[config.mk]
export PLATFORM = sky130hd
export DESIGN_NAME = turn_sequencer
export DESIGN_NICKNAME = d
export VERILOG_FILES = /design/src/rtl/ttt_pkg.sv /design/src/rtl/line_checker.sv /design/src/rtl/turn_sequencer.sv
export SDC_FILE = /design/constraint.sdc
export NUM_CORES = 1
export LEC_CHECK = 0
export CORE_UTILIZATION = 40
export CTS_BUF_LIST = sky130_fd_sc_hd__clkbuf_8
export DETAILED_ROUTE_END_ITERATION = 12
export PLACE_DENSITY = 0.63
export SLEW_MARGIN = 15
export SYNTH_ARGS = -nofsm -noshare
export SYNTH_HDL_FRONTEND = slang
export SYNTH_SLANG_ARGS = --single-unit
[constraint.sdc]
create_clock -name clk -period 2.25 [get_ports clk]
set_clock_uncertainty 0.2 [all_clocks]
set_input_delay 0.5625 -clock clk [delete_from_list [all_inputs] [get_ports clk]]
set_output_delay 0.5625 -clock clk [all_outputs]
set_load 0.01 [all_outputs]
[src/rtl/ttt_pkg.sv]
// ttt_pkg: shared types, cell/winner codes and board helpers for the tic-tac-toe sequencer
package ttt_pkg;

    typedef enum logic [2:0] {
        IDLE,
        P_WAIT,
        P_CHECK,
        C_REQ,
        C_CHECK,
        GAME_OVER
    } state_t;

    localparam logic [1:0] CELL_EMPTY  = 2'b00;
    localparam logic [1:0] CELL_PLAYER = 2'b01;
    localparam logic [1:0] CELL_CPU    = 2'b10;

    localparam logic [1:0] WIN_NONE   = 2'b00;
    localparam logic [1:0] WIN_PLAYER = 2'b01;
    localparam logic [1:0] WIN_CPU    = 2'b10;
    localparam logic [1:0] WIN_DRAW   = 2'b11;

    // Returned by first_empty when the board has no free cell
    localparam logic [3:0] NO_CELL = 4'hF;

    localparam logic [3:0] WIN_LINES [8][3] = '{
        '{4'd0, 4'd1, 4'd2},
        '{4'd3, 4'd4, 4'd5},
        '{4'd6, 4'd7, 4'd8},
        '{4'd0, 4'd3, 4'd6},
        '{4'd1, 4'd4, 4'd7},
        '{4'd2, 4'd5, 4'd8},
        '{4'd0, 4'd4, 4'd8},
        '{4'd2, 4'd4, 4'd6}
    };

    // Out-of-range indices read as 11 so they never look empty
    function automatic logic [1:0] cell_at(input logic [17:0] m, input logic [3:0] idx);
        cell_at = 2'b11;
        for (int i = 0; i < 9; i++)
            if (idx == 4'(i)) cell_at = m[2*i +: 2];
    endfunction

    // Out-of-range indices leave the board untouched
    function automatic logic [17:0] set_cell(input logic [17:0] m, input logic [3:0] idx,
                                             input logic [1:0] code);
        set_cell = m;
        for (int i = 0; i < 9; i++)
            if (idx == 4'(i)) set_cell[2*i +: 2] = code;
    endfunction

    function automatic logic has_line(input logic [17:0] m, input logic [1:0] code);
        has_line = 1'b0;
        for (int l = 0; l < 8; l++)
            if (cell_at(m, WIN_LINES[l][0]) == code &&
                cell_at(m, WIN_LINES[l][1]) == code &&
                cell_at(m, WIN_LINES[l][2]) == code)
                has_line = 1'b1;
    endfunction

    function automatic logic board_full(input logic [17:0] m);
        board_full = 1'b1;
        for (int i = 0; i < 9; i++)
            if (m[2*i +: 2] == CELL_EMPTY) board_full = 1'b0;
    endfunction

    // Scans downwards so the lowest empty index is the one left standing
    function automatic logic [3:0] first_empty(input logic [17:0] m);
        first_empty = NO_CELL;
        for (int i = 8; i >= 0; i--)
            if (m[2*i +: 2] == CELL_EMPTY) first_empty = 4'(i);
    endfunction

endpackage

[src/rtl/line_checker.sv]
// line_checker: combinational board evaluation shared by the player and CPU check states
module line_checker
    import ttt_pkg::*;
(
    input  logic [17:0] board,
    output logic        player_line,
    output logic        cpu_line,
    output logic        full,
    output logic [3:0]  first_free
);

    assign player_line = has_line(board, CELL_PLAYER);
    assign cpu_line    = has_line(board, CELL_CPU);
    assign full        = board_full(board);
    assign first_free  = first_empty(board);

endmodule

[src/rtl/turn_sequencer.sv]
// turn_sequencer: owns the board, alternates player/CPU turns and reports win or draw
module turn_sequencer
    import ttt_pkg::*;
#(
    parameter logic [31:0] TURN_CYCLES = 32'd50_000_000,
    parameter logic [3:0]  MAX_RETRY   = 4'd8
) (
    input  logic        clk,
    input  logic        rst_n,
    input  logic        start,
    input  logic        cpu_first,
    input  logic        move_valid,
    input  logic [3:0]  move_cell,
    input  logic [3:0]  rnd_cell,
    input  logic        rnd_found,
    output logic        rnd_enable,
    output logic [17:0] game_matrix,
    output logic        player_turn,
    output logic        move_accept,
    output logic        move_reject,
    output logic        turn_timeout,
    output logic [1:0]  winner,
    output logic        game_over
);

    state_t      state, state_n;
    logic [17:0] board_n;
    logic [1:0]  winner_n;
    logic [31:0] tcnt, tcnt_n;
    logic [3:0]  retry, retry_n;
    logic        accept_n, reject_n, timeout_n;
    logic        player_line, cpu_line, full;
    logic [3:0]  first_free;
    logic        move_ok, rnd_ok;

    line_checker u_line_checker (
        .board      (game_matrix),
        .player_line(player_line),
        .cpu_line   (cpu_line),
        .full       (full),
        .first_free (first_free)
    );

    assign move_ok = (move_cell <= 4'd8) && (cell_at(game_matrix, move_cell) == CELL_EMPTY);
    assign rnd_ok  = (rnd_cell <= 4'd8) && (cell_at(game_matrix, rnd_cell) == CELL_EMPTY);

    // Next-state, board update and pulse decisions; start overrides everything
    always_comb begin
        state_n   = state;
        board_n   = game_matrix;
        winner_n  = winner;
        tcnt_n    = '0;
        retry_n   = '0;
        accept_n  = 1'b0;
        reject_n  = 1'b0;
        timeout_n = 1'b0;
        if (start) begin
            board_n  = '0;
            winner_n = WIN_NONE;
            state_n  = cpu_first ? C_REQ : P_WAIT;
        end else begin
            case (state)
                P_WAIT: begin
                    tcnt_n = tcnt + 32'd1;
                    if (move_valid && move_ok) begin
                        board_n  = set_cell(game_matrix, move_cell, CELL_PLAYER);
                        accept_n = 1'b1;
                        state_n  = P_CHECK;
                    end else begin
                        reject_n = move_valid;
                        if (tcnt == TURN_CYCLES - 32'd1) begin
                            timeout_n = 1'b1;
                            state_n   = C_REQ;
                        end
                    end
                end
                P_CHECK: begin
                    if (player_line) begin
                        winner_n = WIN_PLAYER;
                        state_n  = GAME_OVER;
                    end else if (full) begin
                        winner_n = WIN_DRAW;
                        state_n  = GAME_OVER;
                    end else begin
                        state_n = C_REQ;
                    end
                end
                C_REQ: begin
                    retry_n = retry;
                    if (retry == MAX_RETRY) begin
                        board_n = set_cell(game_matrix, first_free, CELL_CPU);
                        state_n = C_CHECK;
                    end else if (rnd_enable && rnd_found) begin
                        if (rnd_ok) begin
                            board_n = set_cell(game_matrix, rnd_cell, CELL_CPU);
                            state_n = C_CHECK;
                        end else begin
                            retry_n = (retry == 4'hF) ? retry : retry + 4'd1;
                        end
                    end
                end
                C_CHECK: begin
                    if (cpu_line) begin
                        winner_n = WIN_CPU;
                        state_n  = GAME_OVER;
                    end else if (full) begin
                        winner_n = WIN_DRAW;
                        state_n  = GAME_OVER;
                    end else begin
                        state_n = P_WAIT;
                    end
                end
                default: ;
            endcase
        end
    end

    // State, board, counters and all registered outputs
    always_ff @(posedge clk or negedge rst_n) begin
        if (!rst_n) begin
            state        <= IDLE;
            game_matrix  <= '0;
            winner       <= WIN_NONE;
            tcnt         <= '0;
            retry        <= '0;
            rnd_enable   <= 1'b0;
            player_turn  <= 1'b0;
            move_accept  <= 1'b0;
            move_reject  <= 1'b0;
            turn_timeout <= 1'b0;
            game_over    <= 1'b0;
        end else begin
            state        <= state_n;
            game_matrix  <= board_n;
            winner       <= winner_n;
            tcnt         <= tcnt_n;
            retry        <= retry_n;
            // Request rises one cycle after entering C_REQ, so a restart always shows a gap
            rnd_enable   <= !start && (state == C_REQ) && (state_n == C_REQ);
            player_turn  <= (state_n == P_WAIT);
            move_accept  <= accept_n;
            move_reject  <= reject_n;
            turn_timeout <= timeout_n;
            game_over    <= (state_n == GAME_OVER);
        end
    end

endmodule

==> summary.txt <==
Core box area: 9729 um^2
Synth Area per Inst: 8.906 um^2
CTS H-tree depth: 3
Synth Flop Type: dfrtp_1
DRT Pass-1 Iters: 5
Worst min-delay path class: flip-flop to flip-flop
Final worst slack: -0.4012 ns
Outcome: finished, violations left
Port buffer count: 39
Total congestion overflow: 0
CP Data Required Time: 2.27 ns
Post-Route WL: 12.21 mm
TritonCTS clock tree: yes
Inserted Clock Buffers: 9
Initial Util: 41.10%
Post-synth cell types: 61
Hold path cells: 1
DRC: 0
CP Data Arrival Time: 2.68 ns
Fin crit share: 117.8%
HP Start: tcnt[0]
# nets final: 622
Vias in the first global route: 4053
Die extent in x: 102.0 um
Final Hold Fails: 0
Dpl hpwl: 9.041 mm
Placed cells: 719
Least-Margin Pin Slew: 0.5938 ns
Failing checks: setup timing
Worst VDD drop: 0.0003229 V
Final slew viol count: 0
Largest net degree at the start of global routing: 35
Share of cells above drive strength 1: 32.46%
CP Launch Type: flip-flop
First-pass GRT wire length: 19.62 mm
Final setup viols: 28
Ys Warns: 0
GRT Total Usage: 24.48%
Post-synth EDFFs: 0
Clock-pin transition on the worst setup and hold timing paths: 0.08 ns
Sequential area share after synthesis: 40.68%
Kind of critical path: flip-flop to flip-flop
Synth-to-layout area growth: 47.90%
Post-Syn Area: 3999 um^2
Setup WS pre-CTS: -0.9766 ns
DR WL/cell: 16.44 um
FF+latch count, synth: 65
Slew headroom: 59.91%
Buffer depth of the longest clock path: 2
Worst-path fanout max: 5
Vias: 4039
Die ar.: 10400 um^2
Gp weighted congestion: 0.9287
Die height: 102.0 um
Antenna Violating Nets Remaining: 0
Reg-to-reg slack, setup: -0.40 ns
Max Clk Rate: 377.2 MHz
Ports: 40
Clk root buf: clkbuf_8
Share of flip-flops with an asynchronous set or reset: 100.0%
Tmin final: 2.651 ns
Synth Net Count: 466
Max-capacitance violation count: 0
Crit path capture type: flip-flop
Pwr Density: 515.0 nW/um^2
Worst reg2reg path depth: 9
Worst skew pair latency: 0.34 ns
Initial antenna violation count: 0
# rows: 36
Reg2reg start: game_matrix[17]
Vias per cell: 5.436
Worst Hold Endpoint: tcnt[0]
Clk sinks: 65
Fin cells: 743
# diodes: 0
RSZ-0062 raised after global routing: true
DRT iter0 DRCs: 177
LEAKAGE: 2.647 nW
Synth Instances: 449
Worst r2r dst: game_matrix[13]
-- worst max-delay path, stage by stage, from the launching register on --
cell and delay (ns):
dfrtp_1 0.39, buf_6 0.13, or4_4 0.53, o21a_1 0.19
a211oi_2 0.18, a41o_1 0.22, a311o_1 0.24, buf_6 0.17
nand3_4 0.07, a22o_1 0.23
-- state kept, by name, summed over array words and instances (netlist names), 2 cells and up --
name / count
state: 3
retry: 4
winner: 2
tcnt: 32
game_matrix: 18
-- cells in the mapped netlist (all sizes together) (10+ instances only) --
cell type	number	area, um^2
clkbuf	13	50.04
dfrtp	65	1627
nor4bb	15	150.1
nand2	29	108.9
and3	10	62.56
nand3	26	135.1
inv	10	37.54
nor3	13	75.07
nor2b	16	100.1
o21ai	15	75.07
a21oi	21	105.1
nor2	59	224.0
a22o	19	166.4
xor2	19	166.4
xnor2	12	105.1
-- report_power, final --
group	internal, mW	total (mW)	switching (mW)
logic	0.407	0.819	0.413
clock network	0.511	0.983	0.471
registers	1.21	1.24	0.0391
total	2.12	3.05	0.923
-- layout by cell type, fill, tap and decap left out, types with 3 or more instances in the layout --
cell	n
buf_4	115
dfrtp_1	61
nor2_1	57
clkdlybuf4s50_1	26
nand2_1	23
nand3_1	23
a22o_1	19
xor2_1	19
nor2b_1	16
a21oi_1	16
nor4bb_1	15
o21ai_0	13
xnor2_1	11
and3_1	10
nor3_1	10
buf_6	10
inv_1	9
clkbuf_8	9
a31oi_1	8
nand2b_1	7
nand4_1	7
nor4_1	6
o22ai_1	6
or2_2	6
and2_1	5
dlymetal6s2s_1	5
dlygate4sd2_1	5
or3_1	4
dfrtp_2	4
a211oi_2	3
and3b_1	3
a21oi_4	3
and4_1	3
nor3_2	3
nand2_4	3
nand2_2	3
ha_1	3
clkinv_4	3
clkinv_2	3
-- area by class of cell --
cell class	count	area, um^2
fillers	864	3815
multi-input cells	353	2491
flip-flops and latches	65	1632
repair buffers	166	1393
well taps	133	166.4
clock buffers	9	123.9
clock inverters	7	71.32
inverters	10	37.54
-- repair_timing --
item,4_1_cts,5_1_grt
hold buffers,1,0
buffers inserted,6,5
resized for setup,30,43
gates cloned,1,0
endpoints found under the setup margin,37,38
pin swaps,18,23
endpoints found under the hold margin,13,0
-- logic make-up (layout without fill, tap and decap cells) --
kind of cell             Yosys count  count (layout)  share of synthesized area (%)
multiplexers                       2               2                         0.8447
AO/OA/AOI/OAI                     98              98                          17.37
buffers and inverters             31             192                          3.222
XOR/XNOR                          31              31                          6.790
flip-flops                        65              65                          40.68
AND/OR/NAND/NOR                  219             219                          30.16
adder cells (fa/ha/maj)            3               3                         0.9388
-- worst max-delay path by stage --
stage | slack (ns) | from | end | depth (start not counted)
6_report | -0.40 | game_matrix[17] | game_matrix[13] | 9
5_1_grt | -0.47 | game_matrix[17] | game_matrix[13] | 9
4_1_cts | -0.48 | game_matrix[16] | game_matrix[13] | 10
3_5_place_dp | -0.98 | rnd_cell[1] | player_turn | 9
3_3_place_gp | -0.93 | rnd_cell[0] | game_over | 9
2_1_floorplan | -0.33 | rnd_cell[0] | game_matrix[13] | 8
-- per-stage QoR --
stage / power (mW) / utilization, % / setup TNS, ns / hold WS, ns / instance area, um^2
floorplan: 1.573 / - / -5.865 / 0.06691 / 4018
global placement: 1.981 / 55.56 / -23.87 / 0.3050 / 5405
detailed placement: 1.989 / 55.56 / -24.90 / 0.3111 / 5405
CTS: 3.034 / 59.04 / -10.60 / 0.3259 / 5744
global route: 3.190 / 60.79 / -10.12 / 0.3580 / 5914
finish: 3.046 / 60.79 / -7.937 / 0.3190 / 5914
-- metal layers --
| layer | routed length [um] | GRT usage [%] |
|---|---|---|
| met1 | 5271 | 30.10 |
| met5 | 0 | 0 |
| met2 | 6142 | 42.90 |
| met4 | 248 | 6.813 |
| met3 | 552 | 5.609 |
No activity file was read; power rests on OpenSTA's default activity.
==> RTL change 1, RTL diff (config.mk and constraints unchanged) <==
Reset style: synchronous (`rst_n`), changed in one clocked block.
--- a/src/rtl/turn_sequencer.sv
+++ b/src/rtl/turn_sequencer.sv
@@ -116,7 +116,7 @@
     end
 
     // State, board, counters and all registered outputs
-    always_ff @(posedge clk or negedge rst_n) begin
+    always_ff @(posedge clk) begin
         if (!rst_n) begin
             state        <= IDLE;
             game_matrix  <= '0;
Formal check against the unedited RTL: differs if rst_n is asserted again (counterexample within 4 cycles, from zero or initial values and one cycle with rst_n low); with rst_n held inactive, the same outputs for 4 cycles.
==> RTL change 1 against the original RTL <==
The flow still finishes with violations (setup timing). Final cell count fell by 2.3%. Power fell by 9.2%. Wire length rose by 3.9%. Synthesized area fell by 6.9%. Non-clock buffer count rose by 5. Global-route usage rose by 2.0 points. Final area fell by 0.95%. Setup slack improved by 0.27 ns. Sequential cell count did not move. Largest cell class unchanged.
==> RTL change 1: results (changes against the original RTL) <==
synth_area_leaders: "dfxtp_1 35%, nor2_1 6.1%, xor2_1 3.8%"
drive_gt1_share_pct: 42.4  # +9.9 points
dr.first_iter.drc_count: 220  # +24%
setup_viol: 8  # -71%
fin_nets: 630  # +1.3%
vdd_drop_max_v: 0.000322  # -0.38%
grt_start_max_net_pins: 33  # -5.7%
post_cts_buffers: 4  # -2
synth_common_cells: "65 x dfxtp_1, 60 x nor2_1, 33 x nand2_1, 21 x o21ai_0, 20 x nand3_1"
startpoint: "game_matrix[4]$_SDFFE_PP0P_"
first_global_vias: 4000  # -1.3%
seq_area_frac_synth_pct: 35.0  # -5.7 points
grtUsageTotal_pct: 26.5  # +2.0 points
tightest_slew_ns: 0.416  # -0.178 ns
layoutNonFillerInstCount: 726  # -2.3%
grt_pass1_wl_um: 19900  # +1.6%
drt-total-wl_um: 12700  # +3.9%
synth.distinct_cells: 69  # +13%
slowest_delay_ns: 0.46  # -0.07 ns
postPlaceCellArea_um2: 5150  # -4.7%
fin_ws_ns: -0.129  # +0.272 ns
endpoint: "state[1]$_SDFF_PN0_"
p_sw_share_pct: 26.5  # -3.8 points
globalplace.congestion: 0.960  # +3.3%
dp.final_hpwl_um: 9310  # +2.9%
failed_checks: "setup timing"
status: "complete, but fails checks"
synth_flop_cell: "dfxtp_1"
crit_family: "multiplexers"
RTL change 1: worst register-to-register path, stage by stage (launching register included):
cell	delay, ns
dfxtp_4	0.39
nor2_4	0.06
mux4_2	0.46
mux2_4	0.29
buf_4	0.14
buf_6	0.11
and3_4	0.15
o21ai_4	0.17
a41oi_4	0.13
and2_1	0.18
RTL change 1: worst min path at each step:
| stage | from | endpoint | slack, ns | depth (start not counted) |
|---|---|---|---|---|
| floorplan | tcnt[0]$_SDFF_PP0_ | tcnt[0]$_SDFF_PP0_ | 0.23 | 1 |
| global placement | winner[1]$_SDFFE_PP0P_ | winner[1]$_SDFFE_PP0P_ | 0.26 | 2 |
| detailed placement | winner[1]$_SDFFE_PP0P_ | winner[1]$_SDFFE_PP0P_ | 0.27 | 2 |
| CTS | winner[1]$_SDFFE_PP0P_ | winner[1]$_SDFFE_PP0P_ | 0.28 | 2 |
| global route | winner[1]$_SDFFE_PP0P_ | winner[1]$_SDFFE_PP0P_ | 0.29 | 2 |
| finish | winner[1]$_SDFFE_PP0P_ | winner[1]$_SDFFE_PP0P_ | 0.27 | 2 |
RTL change 1: cell families (layout without fill, tap and decap cells):
logic type | after synthesis | in the layout | share of synthesized area [%]
buf+inv | 29 | 200 | 3.87
simple gates | 234 | 234 | 36.6
fa+ha+maj | 3 | 3 | 1.01
xor+xnor | 28 | 28 | 6.59
flops | 65 | 65 | 35.0
compound gates | 84 | 84 | 15.5
mux | 4 | 4 | 1.48
RTL change 1: routing by layer:
layer	vias to the layer above	share of wire [%]	global-route usage (%)
met4	0	3.3	12.3
met2	104	50	46.3
met5	-	0	0
met1	1946	43	31.4
li1	1961	-	-
met3	35	3.9	5.18
RTL change 1: through the flow:
stage	setup slack, ns	hold slack (ns)	setup TNS, ns
2_1_floorplan	-0.420	0.231	-2.66
6_report	-0.129	0.270	-0.774
3_5_place_dp	-1.01	0.269	-24.75
4_1_cts	-0.114	0.280	-0.531
5_1_grt	-0.193	0.292	-1.72
3_3_place_gp	-1.02	0.261	-23.97
RTL change 1: power groups by stage:
stage	combinational [mW]	sequential (mW)	clock (mW)
2_1_floorplan	0.171	1.20	0
6_report	0.436	1.16	1.16
4_1_cts	0.399	1.17	1.18
5_1_grt	0.462	1.17	1.23
3_5_place_dp	0.372	1.20	0
3_3_place_gp	0.372	1.20	0
RTL change 1: area by class of cell:
cell class                      count  area, µm²
Sequential cell                    65       1340
Timing Repair Buffer              171       1430
Fill cell                         743       2990
Multi-Input combinational cell    353       2680
Clock buffer                       10        138
Inverter                           13       48.8
Clock inverter                      6       90.1
Tap cell                          108        135
==> RTL change 2, RTL diff (same flow settings) <==
Without the edit above. The parameter `TURN_CYCLES` goes from 32'd50_000_000 to 32'd25000000.
--- a/src/rtl/turn_sequencer.sv
+++ b/src/rtl/turn_sequencer.sv
@@ -2,7 +2,7 @@
 module turn_sequencer
     import ttt_pkg::*;
 #(
-    parameter logic [31:0] TURN_CYCLES = 32'd50_000_000,
+    parameter logic [31:0] TURN_CYCLES = 32'd25000000,
     parameter logic [3:0]  MAX_RETRY   = 4'd8
 ) (
     input  logic        clk,
Formal check against the unedited RTL: no difference found for any inputs over 4 cycles, from zero or initial values and one cycle with rst_n low; that may be too few to reach the edited logic, so the function may still have changed.
==> RTL change 2 against the original RTL <==
The flow still finishes with violations (setup timing). Non-clock buffer count is 6 higher. Hold slack better by 0.017 ns. Wire length is 5.4% higher. Critical path depth stayed put. First-iteration DRC count is 44% higher. Sequential share of layout area is 1.6 points lower. Final area is 6.3% higher. Setup slack worse by 0.11 ns. Sequential cell count stayed put. Synthesized area is 2.7% higher. Highest routed layer unchanged.
Power is not compared: it rests on default switching activity, and its combinational part moved more than twofold at a synthesized area within 25%.
==> RTL change 2: results (changes against the original RTL) <==
status: "complete, but fails checks"
failed_checks: "setup timing"
synth_area_leaders: "dfrtp_1 40%, nor2_1 5.9%, xor2_1 4.3%"
seq_area_frac_synth_pct: 39.6  # -1.1 points
synthMuxAreaShare_pct: 5.33  # +4.5 points
postPlaceCellArea_um2: 5540  # +2.5%
fin_ws_ns: -0.511  # -0.110 ns
synth_compound_area_share_pct: 14.5  # -2.9 points
drt-total-wl_um: 12900  # +5.4%
setup_viol: 25  # -11%
wl_per_cell_um: 17.1  # +3.8%
vdd_drop_max_v: 0.000941
clkLatencyLatePin_ns: 0.35
holdCritPathClass: "register to register"
drive_gt1_share_pct: 38.4  # +6.0 points
dr.first_iter.drc_count: 255  # +44%
synth-xor-area-share_pct: 7.25  # +0.46 points
via_per_inst: 5.57  # +2.5%
crit_arrival_ns: 2.80  # +0.12 ns
h-tree-depth: 3  # unchanged
syn_nets: 469  # +0.64%
synth_common_cells: "65 x dfrtp_1, 65 x nor2_1, 26 x nand2_1, 24 x a21oi_1"
met3_length_um: 501  # -9.2%
dr_wl_met2_um: 6580  # +7.1%
intPower_mw: 3.67
dp.cells: 721  # +0.28%
grt_start_max_net_pins: 34  # -2.9%
top_layer: "met4"
num-fill-cells: 796  # -7.9%
synth.distinct_cells: 60  # -1.6%
pre_cts_slack_ns: -1.32  # -0.343 ns
cts_buffers: 9  # unchanged
slowest_delay_ns: 0.55  # +0.02 ns
fin_nets: 634  # +1.9%
grt_pass1_wl_um: 20300  # +3.6%
synthAdderAreaFrac_pct: 0.914  # -0.025 points
globalplace.congestion: 0.942  # +1.4%
grtUsageTotal_pct: 25.2  # +0.72 points
worst-path-max-fanout: 7  # +2
clk_pin_slew_ns: 0.08  # about the same
postSynthAreaPerCell_um2: 9.09  # +2.0%
clock_path_buffers: 2  # unchanged
tightest_slew_ns: 0.988  # +0.394 ns
drt_pass1_iterations: 4  # -1
n_antenna_cell: 0  # unchanged
synth_flop_cell: "dfrtp_1"
cellLeakagePower_nw: 2.78
dp.final_hpwl_um: 9150  # +1.3%
first_global_vias: 4219  # +4.1%
wl_met1_um: 5410  # +2.7%
crit_family: "simple AND/OR/NAND/NOR gates"
[RTL change 2: cell types whose count changed after synthesis, sizes merged, moves of 4 or more]
cell	change
a22o	-19
inv	+5
mux2	+16
nand2b	-4
nand3	-6
nor2	+6
nor2b	-4
nor4b	+4
o211a	+4
[RTL change 2: path summary, 6_finish.rpt]
check	from	to	slack [ns]	cells past startpoint
setup / recovery	rnd_cell[0]	game_matrix[5]$_DFFE_PN0P_	-0.51	9
setup reg to reg	game_matrix[2]$_DFFE_PN0P_	game_matrix[1]$_DFFE_PN0P_	-0.49	7
max in group asynchronous	rst_n	game_matrix[0]$_DFFE_PN0P_	0.78	3
hold / removal	winner[1]$_DFFE_PN0P_	winner[1]$_DFFE_PN0P_	0.34	2
min in group asynchronous	rst_n	tcnt[10]$_DFF_PN0_	0.51	2
hold reg to reg	winner[1]$_DFFE_PN0P_	winner[1]$_DFFE_PN0P_	0.34	2
[RTL change 2: stage by stage]
stage | setup TNS [ns] | utilization, %
3_3_place_gp | -29.29 | 56.1
6_report | -9.10 | 63.7
2_1_floorplan | -8.72 | -
3_5_place_dp | -31.72 | 56.1
4_1_cts | -8.50 | 62.2
5_1_grt | -10.81 | 63.7
[RTL change 2: worst register-to-register path: stages, from the launching register on]
cell      delay (ns)
dfrtp_1         0.36
nor2_2          0.05
a2111o_1        0.41
o2111a_1        0.14
o41a_1          0.52
a211oi_4        0.38
a311o_1         0.24
mux2_4          0.31
[RTL change 2: logic make-up after synthesis]
logic type | Yosys count
buffers and inverters | 34
adders and majority gates | 3
DFF | 65
and+or+nand+nor | 214
muxes | 19
AOI/OAI and AO/OA | 83
xor gates and xnor gates | 34
[RTL change 2: per-layer routing]
metal  global-route usage, %  vias up
li1                        -     1982
met1                    29.6     2083
met2                    44.4      113
met3                    5.04       27
met4                    11.6        0
met5                       0        -
[RTL change 2: layout make-up]
type	instances	area share [%]
well taps	133	2.65
multi-input cells	354	43.7
repair buffers	172	23.6
flip-flops and latches	65	26.0
inverters	15	0.896
clock buffers	10	2.19
clock inverters	6	1.03
[RTL change 2: timing repair]
action | CTS | global route
pin swaps | 33 | 14
hold buffers | 1 | 0
endpoints found under the hold margin | 18 | 0
endpoints found under the setup margin | 38 | 36
setup buffers | 18 | 8
gates resized for setup | 92 | 31
gates cloned | 1 | 0
[RTL change 2: power by group through the flow]
stage	Combinational, mW	Sequential, mW	Clock, mW
after floorplan	1.13	1.67	0
after global placement	2.70	1.55	0
after detailed placement	2.72	1.55	0
after CTS	3.13	1.53	1.05
after global routing	3.56	1.57	1.09
final	3.38	1.54	1.02
